[src/rtl/reg_file_mp.sv]
// reg_file_mp: multi-port integer register file with a built-in sequential
// clear engine. Entry 0 reads as zero. Two write ports (0 = WB, 1 = late
// MUL/DIV writeback); port 1 wins when both hit the same entry.
// Optional macro REG_FILE_MP_BYPASS_EN forwards same-cycle write data to reads.
//
// state   | meaning
// --------+-----------------------------------------------------------
// S_CLEAR | zeroing entry[idx_q] each cycle, idx 1..NREGS-1; reads return 0
// S_READY | normal operation; init_done_o high, writes accepted
module reg_file_mp #(
   parameter int XLEN  = 32,
   parameter int NREGS = 32,
   parameter int AW    = 5,
   parameter int NREAD = 2
) (
   input  logic                  clk_i,
   input  logic                  rst_i,
   input  logic                  clr_req_i,
   output logic                  init_done_o,
   input  logic [NREAD*AW-1:0]   rs_addr_i,
   output logic [NREAD*XLEN-1:0] rs_data_o,
   input  logic [1:0]            wr_en_i,
   input  logic [2*AW-1:0]       wr_addr_i,
   input  logic [2*XLEN-1:0]     wr_data_i,
   output logic                  wr_conflict_o
);

   typedef enum logic {S_CLEAR, S_READY} state_e;

   state_e          state_q, state_d;
   logic [AW-1:0]   idx_q, idx_d;
   logic            wr_conflict_q, wr_conflict_d;
   logic            clear_en;
   logic            wr_ok;
   logic            we0, we1;
   logic [AW-1:0]   wa0, wa1;
   logic [XLEN-1:0] wd0, wd1;
   logic [XLEN-1:0] mem_q [NREGS];

   assign wa0 = wr_addr_i[0 +: AW];
   assign wa1 = wr_addr_i[AW +: AW];
   assign wd0 = wr_data_i[0 +: XLEN];
   assign wd1 = wr_data_i[XLEN +: XLEN];

   // state, clear index and conflict flag registers
   always_ff @(posedge clk_i) begin
      if (rst_i) begin
         state_q       <= S_CLEAR;
         idx_q         <= AW'(1);
         wr_conflict_q <= 1'b0;
      end else begin
         state_q       <= state_d;
         idx_q         <= idx_d;
         wr_conflict_q <= wr_conflict_d;
      end
   end

   // next state: walk the clear index, then accept clear requests in READY
   always_comb begin
      state_d = state_q;
      idx_d   = idx_q;
      case (state_q)
         S_CLEAR: begin
            idx_d = idx_q + AW'(1);
            if (idx_q == AW'(NREGS - 1)) state_d = S_READY;
         end
         S_READY: begin
            if (clr_req_i) begin
               state_d = S_CLEAR;
               idx_d   = AW'(1);
            end
         end
      endcase
   end

   // outputs and write qualification; rst beats clr_req beats writes
   always_comb begin
      init_done_o   = (state_q == S_READY);
      clear_en      = (state_q == S_CLEAR) && !rst_i;
      wr_ok         = (state_q == S_READY) && !clr_req_i && !rst_i;
      we0           = wr_ok && wr_en_i[0] && (wa0 != '0);
      we1           = wr_ok && wr_en_i[1] && (wa1 != '0);
      wr_conflict_d = we0 && we1 && (wa0 == wa1);
   end

   assign wr_conflict_o = wr_conflict_q;

   // storage: clear engine, then late port, then WB port; entry 0 never stored
   always_ff @(posedge clk_i) begin
      for (int i = 1; i < NREGS; i++) begin
         if (clear_en && (idx_q == AW'(i))) begin
            mem_q[i] <= '0;
         end else if (we1 && (wa1 == AW'(i))) begin
            mem_q[i] <= wd1;
         end else if (we0 && (wa0 == AW'(i))) begin
            mem_q[i] <= wd0;
         end
      end
   end

   for (genvar k = 0; k < NREAD; k++) begin : g_rd
      logic [AW-1:0]   ra;
      logic [XLEN-1:0] rd;

      assign ra = rs_addr_i[k*AW +: AW];

      // read mux: zero for x0 and while clearing
      always_comb begin
         rd = '0;
         if ((state_q == S_READY) && (ra != '0)) begin
            rd = mem_q[ra];
`ifdef REG_FILE_MP_BYPASS_EN
            if (wr_en_i[1] && (wa1 == ra)) begin
               rd = wd1;
            end else if (wr_en_i[0] && (wa0 == ra)) begin
               rd = wd0;
            end
`endif
         end
      end

      assign rs_data_o[k*XLEN +: XLEN] = rd;
   end

endmodule
[config.mk]
export PLATFORM = sky130hd
export DESIGN_NAME = reg_file_mp
export DESIGN_NICKNAME = d
export VERILOG_FILES = /design/src/rtl/reg_file_mp.sv
export SDC_FILE = /design/constraint.sdc
export NUM_CORES = 2
export LEC_CHECK = 0
export BUFFER_PORTS_ARGS = -buffer_cell sky130_fd_sc_hd__clkbuf_2
export CAP_MARGIN = 15
export CORE_ASPECT_RATIO = 1.5
export CORE_UTILIZATION = 46
export CTS_CLUSTER_SIZE = 20
export DETAILED_ROUTE_END_ITERATION = 6
export PLACE_DENSITY = 0.63
export SYNTH_ARGS = -nofsm -noshare
export SYNTH_HDL_FRONTEND = slang
export SYNTH_SLANG_ARGS = --single-unit
[constraint.sdc]
create_clock -name clk_i -period 5.1 [get_ports clk_i]
set_input_delay 0.255 -clock clk_i [delete_from_list [all_inputs] [get_ports clk_i]]
set_output_delay 0.255 -clock clk_i [all_outputs]
set_load 0.01 [all_outputs]
**Yosys cells after proc, flatten, opt, wreduce, memory -nomap -nowiden**

Memories as Yosys holds them, arrays and structs flattened.
Index checks and enable logic that the tools add are counted.

- Bits in registers: 7
- Bits in latches: 0
- Bits in read-only memories: 0
- Input port bits: 89
- Memories kept: 1
- Logic and storage cells: 621
- RAM bits: 1,024
- Output and inout bits: 66

- Muxes and demuxes: 348
- Add/subtract/negate cells: 1
- Reductions and logical operators: 110
- Bitwise logic cells: 63
- Divide/modulo/power cells: 0
- Shifts and indexed selects: 0
- Multiply operators: 0
- Magnitude comparators: 0
- Equal/unequal tests: 95

Memories:

| name | depth | width | rd ports | clocked after memory_dff | wr ports | line | text |
|---|---|---|---|---|---|---|---|
| mem_q | 32 | 32 | 2 | 0 | 31 | 38 | `logic [XLEN-1:0] mem_q [NREGS];` |

Operators with widths:

| operator | number |
|---|---|
| $mux 32 | 64 |
| $mux 1 | 281 |
| $eq 5x5->1 const B | 48 |
| $eq 5x4->1 const B | 24 |
| $logic_and 1x1->1 | 104 |
| $or 1x1->1 | 62 |
| $eq 5x3->1 const B | 12 |
| $eq 5x2->1 const B | 6 |
| $reduce_bool 5->1 | 4 |
| $eq 5x1->1 const B | 3 |
| $pmux 5 s2 | 1 |
| $add 5x1->5 const B | 1 |
| $eq 5x5->1 | 1 |
| $mux 5 | 1 |
| $logic_not 1->1 | 2 |
| $ne 2x2->1 const B | 1 |
| $pmux 1 s2 | 1 |
| $not 1->1 | 1 |

**Logic depth before layout (Yosys ltp)**

- Depth after elaboration: 11
- Depth in mapped cells: 9
- Depth with buffers taken out: 6

**Least setup slack after synthesis**

OpenSTA, ideal clock, no wires.

- Kind: register -> register
- Start point: reg state_q (netlist: init_done_o)
- End point: mem mem_q[19][0], enable pin
- Required time: 4.634 ns
- Slack: 1.221 ns
- Period minus slack after synthesis: 3.879 ns
- Library setup time: 0.466 ns
- Path buffers: 1
- Arrival time: 3.414 ns
- Cell stages (with the launch flop): 5
- Cell sequence: dfxtp_1 > and4bb_4 > buf_6 > nand3_1 > o21ai_0

RTL lines:

| item | line | text |
|---|---|---|
| start, declared | 30 | `state_e state_q, state_d;` |
| start signal, assigned | 52 | `state_q <= state_d;` |
| end, declared | 38 |  |

**Worst setup path in the final report**

- Start point: reg state_q (netlist: init_done_o)
- End point: out rs_data_o[39]

- Longest elaborated chain between the ends: 2

Ends and longest elaborated chain:

| item | line | text |
|---|---|---|
| $logic_and 1x1->1 | 110 | `if ((state_q == S_READY) && (ra != '0)) begin` |
| $mux 32 | 110 |  |
| end, declared | 21 | `output logic [NREAD*XLEN-1:0] rs_data_o,` |

Every way passes these cells.

==> results.md <==
- Final hold vios: 0
- CTS tree: built
- Syn Nets: 4565
- Core area: 0.127 sq mm
- Final wirelength: about 230000 microns
- Clock slew at reported path FFs: around 60 ps
- Worst setup path class: reg -> out
- Initial antenna violation count: 19
- Worst reg2reg endpoint: mem_q[30][1]
- Synth cell types: 64
- Tightest Pin Transition: 1410 ps
- Post-synth top area share: 50.5%
- Fill cells: about 11000
- Dpl hpwl: 147000 microns
- DIE HEIGHT: 441 microns
- Synthesized cell area: 0.0590 sq mm
- Top Usage Layer GRT: met2
- Met3 usage: 8.39%
- Peak VDD IR: roughly 0.23 mV
- Total die area: 0.130 sq mm
- Arrival time worst endpoint: 3670 ps
- H-tree Lvls: 3
- Power Density: 280 mW/mm^2
- Leakage: 0.0201 uW
- First-pass GRT wire length: approximately 320000 microns
- TritonCTS buffer count: 100
- Most frequent cells in the layout: 992 x a22o_1, 992 x edfxtp_1, 617 x mux2i_1, 172 x mux4_2, 148 x buf_4
- CP Cell Sequence: buf_4 -> and3_2 -> buf_4 -> nand4_1 -> nand4_1 -> clkbuf_2
- Post-synth EDFFs: 992
- Worst Path Max Fanout: 17
- Count of final max-slew check failures: 0
- Io pins: between 150 and 200
- R2r startpoint: init_done_o
- Hold path cells: 2
- Status: finished clean
- WHS Endpoint: mem_q[31][10]
- Endpoints failing setup: 0
- Synth Flop Type: edfxtp_1
- Via Count: about 45000
- Via-per-instance ratio: approximately 7.4
- Gr ovfl total: 0
- Crit end category: output pin
- Tightest Hold Check Type: in -> reg
- Post-Route Utilization: roughly half
- Residual DRC: 0
- Area leader, netlist: edfxtp_1
- M2 GR Usage: 56.9%
- I/O Buffers: 154
- Grt met1 use: 42.0%
- Post-Route Skew: 20.3 ps
- Post-synthesis sequential area ratio: 50.7%
- Max cap viols: 0
- Max frequency: approximately 250 MHz
- Largest net degree at the start of global routing: 91
- Final TNS setup: 0 ps
- Syn_area_per_cell: around 13 sq um
- Resize count post-CTS: 0
- R2r worst-path depth: 5
- Initial Util: ~46%
- Initial drt markers: 5823
- Fraction of registers with async set/reset: 0%
- Vias in the first global route: 44000
- Max incr delay on CP: 650 ps
- Post-Synthesis Cells: ~4500
- Min cycle time layout: 3920 ps
- Crit path launch type: register
- Period utilisation layout: 76.9%
- Number of routed nets with antenna violations: 0
- DR WL/cell: between 30 and 40 microns
- Clk root buf: clkbuf_16
- Die W: between 200 and 300 microns
- Sink Count: 999
- Slew HR: 5.72%
- Row count: 160
- R2R setup slack: 1350 ps
- Flops & latches, synth: approximately 1000
- Routability cong.: 0.942
- Drt first pass iters: 6
- Layout cell share with drive strength beyond 1: 18.9%
- Clock insertion delay at the later pin of the skew report: 730 ps
- Area growth syn-to-layout: 8.59%
- Hold Startpoint: wr_data_i[10]
- Final nets: around 4300
- Req. time, crit path: 4850 ps
- GRT Overall Usage: a little over a third
- CP max-delay cell: and3_2
- Clock Path Buffers: 3
- RSZ-0062 raised after global routing: false
- Synth top area cells: edfxtp_1 50%, a22o_1 15%, mux2i_1 10%, mux4_2 6.6%, clkbuf_1 2.4%
- Synth warnings: 0
worst max-delay path: cells and delay by family (launching register included):
kind	cells	cell delay, ps
AND/OR/NAND/NOR	3	1300
buffers and inverters	3	1050
flip-flops	1	550
synth_stat cells, drive strengths merged, types with 6 or more instances:
master / instances
a22o: 992
edfxtp: 992
mux2i: 617
clkbuf: 381
buf: 258
mux4: 172
nor2: 127
nand2: 121
a22oi: 103
o22ai: 91
a211oi: 79
nand4: 72
mux2: 64
o21ai: 49
nand3: 44
a21oi: 40
nor4: 38
o221ai: 32
o2bb2ai: 32
nor3: 28
a221oi: 26
a2111oi: 22
nand2b: 13
nor2b: 9
nand3b: 8
dfxtp: 7
or3b: 7
ha: 6
inv: 6
worst max-delay path by stage:
stage | endpoint | start | slack (ps) | cells after the start
2_1_floorplan | mem_q[19][0] | init_done_o | 1220 | 4
3_3_place_gp | rs_data_o[22] | rs_addr_i[2] | 1280 | 6
3_5_place_dp | mem_q[4][6] | rst_i | 1390 | 7
4_1_cts | rs_data_o[52] | init_done_o | 1260 | 6
5_1_grt | rs_data_o[43] | init_done_o | 1120 | 6
6_report | rs_data_o[39] | init_done_o | 1180 | 6
where the power goes:
group | leakage (uW) | switching (uW) | internal (uW)
clock network | 0.00159 | 3360 | 4210
logic | 0.0114 | 1040 | 357
registers | 0.00717 | 42.1 | 8970
total | 0.0201 | 4440 | 13500
routing by layer:
metal / up-vias / share of wire, %
met5: - / 0.035
met4: 12 / 6.3
met3: 799 / 11
met2: 3276 / 47
met1: 22800 / 35
li1: 18000 / -
metrics by stage:
| stage | hold WS [ps] | instance area [sq um] | instances | total power [uW] | setup WS, ps |
|---|---|---|---|---|---|
| final | 395 | 64100 | 6036 | 18000 | 1180 |
| after floorplan | 412 | 59000 | 4470 | 10000 | 1220 |
| after CTS | 336 | 64100 | 6022 | 17900 | 1260 |
| after detailed placement | 572 | 60800 | 5837 | 10500 | 1390 |
| after global routing | 427 | 64100 | 6031 | 18300 | 1120 |
| after global placement | 573 | 60800 | 5836 | 10500 | 1280 |
sequential cells by signal, summed over array words and instances, names as in the netlist:
signal,flops
wr_conflict_o,1
mem_q,992
idx_q,5
init_done_o,1
final cells by class:
type                            count  area (sq um)  share of cell area (%)
Clock inverter                     60           599                   0.935
Multi-Input combinational cell   2826         26700                    41.7
Timing Repair Buffer              311          2060                    3.22
Clock buffer                      120          2620                    4.09
Inverter                            6          22.5                  0.0351
Sequential cell                   999         29900                    46.7
Tap cell                         1701          2130                    3.32
Antenna cell                       13          32.5                  0.0507
timing repair:
action / 4_1_cts / 5_1_grt
hold buffers: 5 / 0
endpoints found under the hold margin: 7 / 0
buffers inserted: 0 / 0
cell families (layout without fill, tap and decap cells):
kind of cell	count (synthesis)	count (layout)	share of synthesized area (%)
AND/OR/NAND/NOR	491	491	4.80
adder cells (fa/ha/maj)	6	6	0.127
other	0	13	0
AO/OA/AOI/OAI	1472	1472	21.2
XOR/XNOR	4	4	0.0593
multiplexers	853	853	18.2
flip-flops	999	999	50.7
buffers and inverters	645	497	4.92
Note: power is estimated with default switching activity, not from simulation.
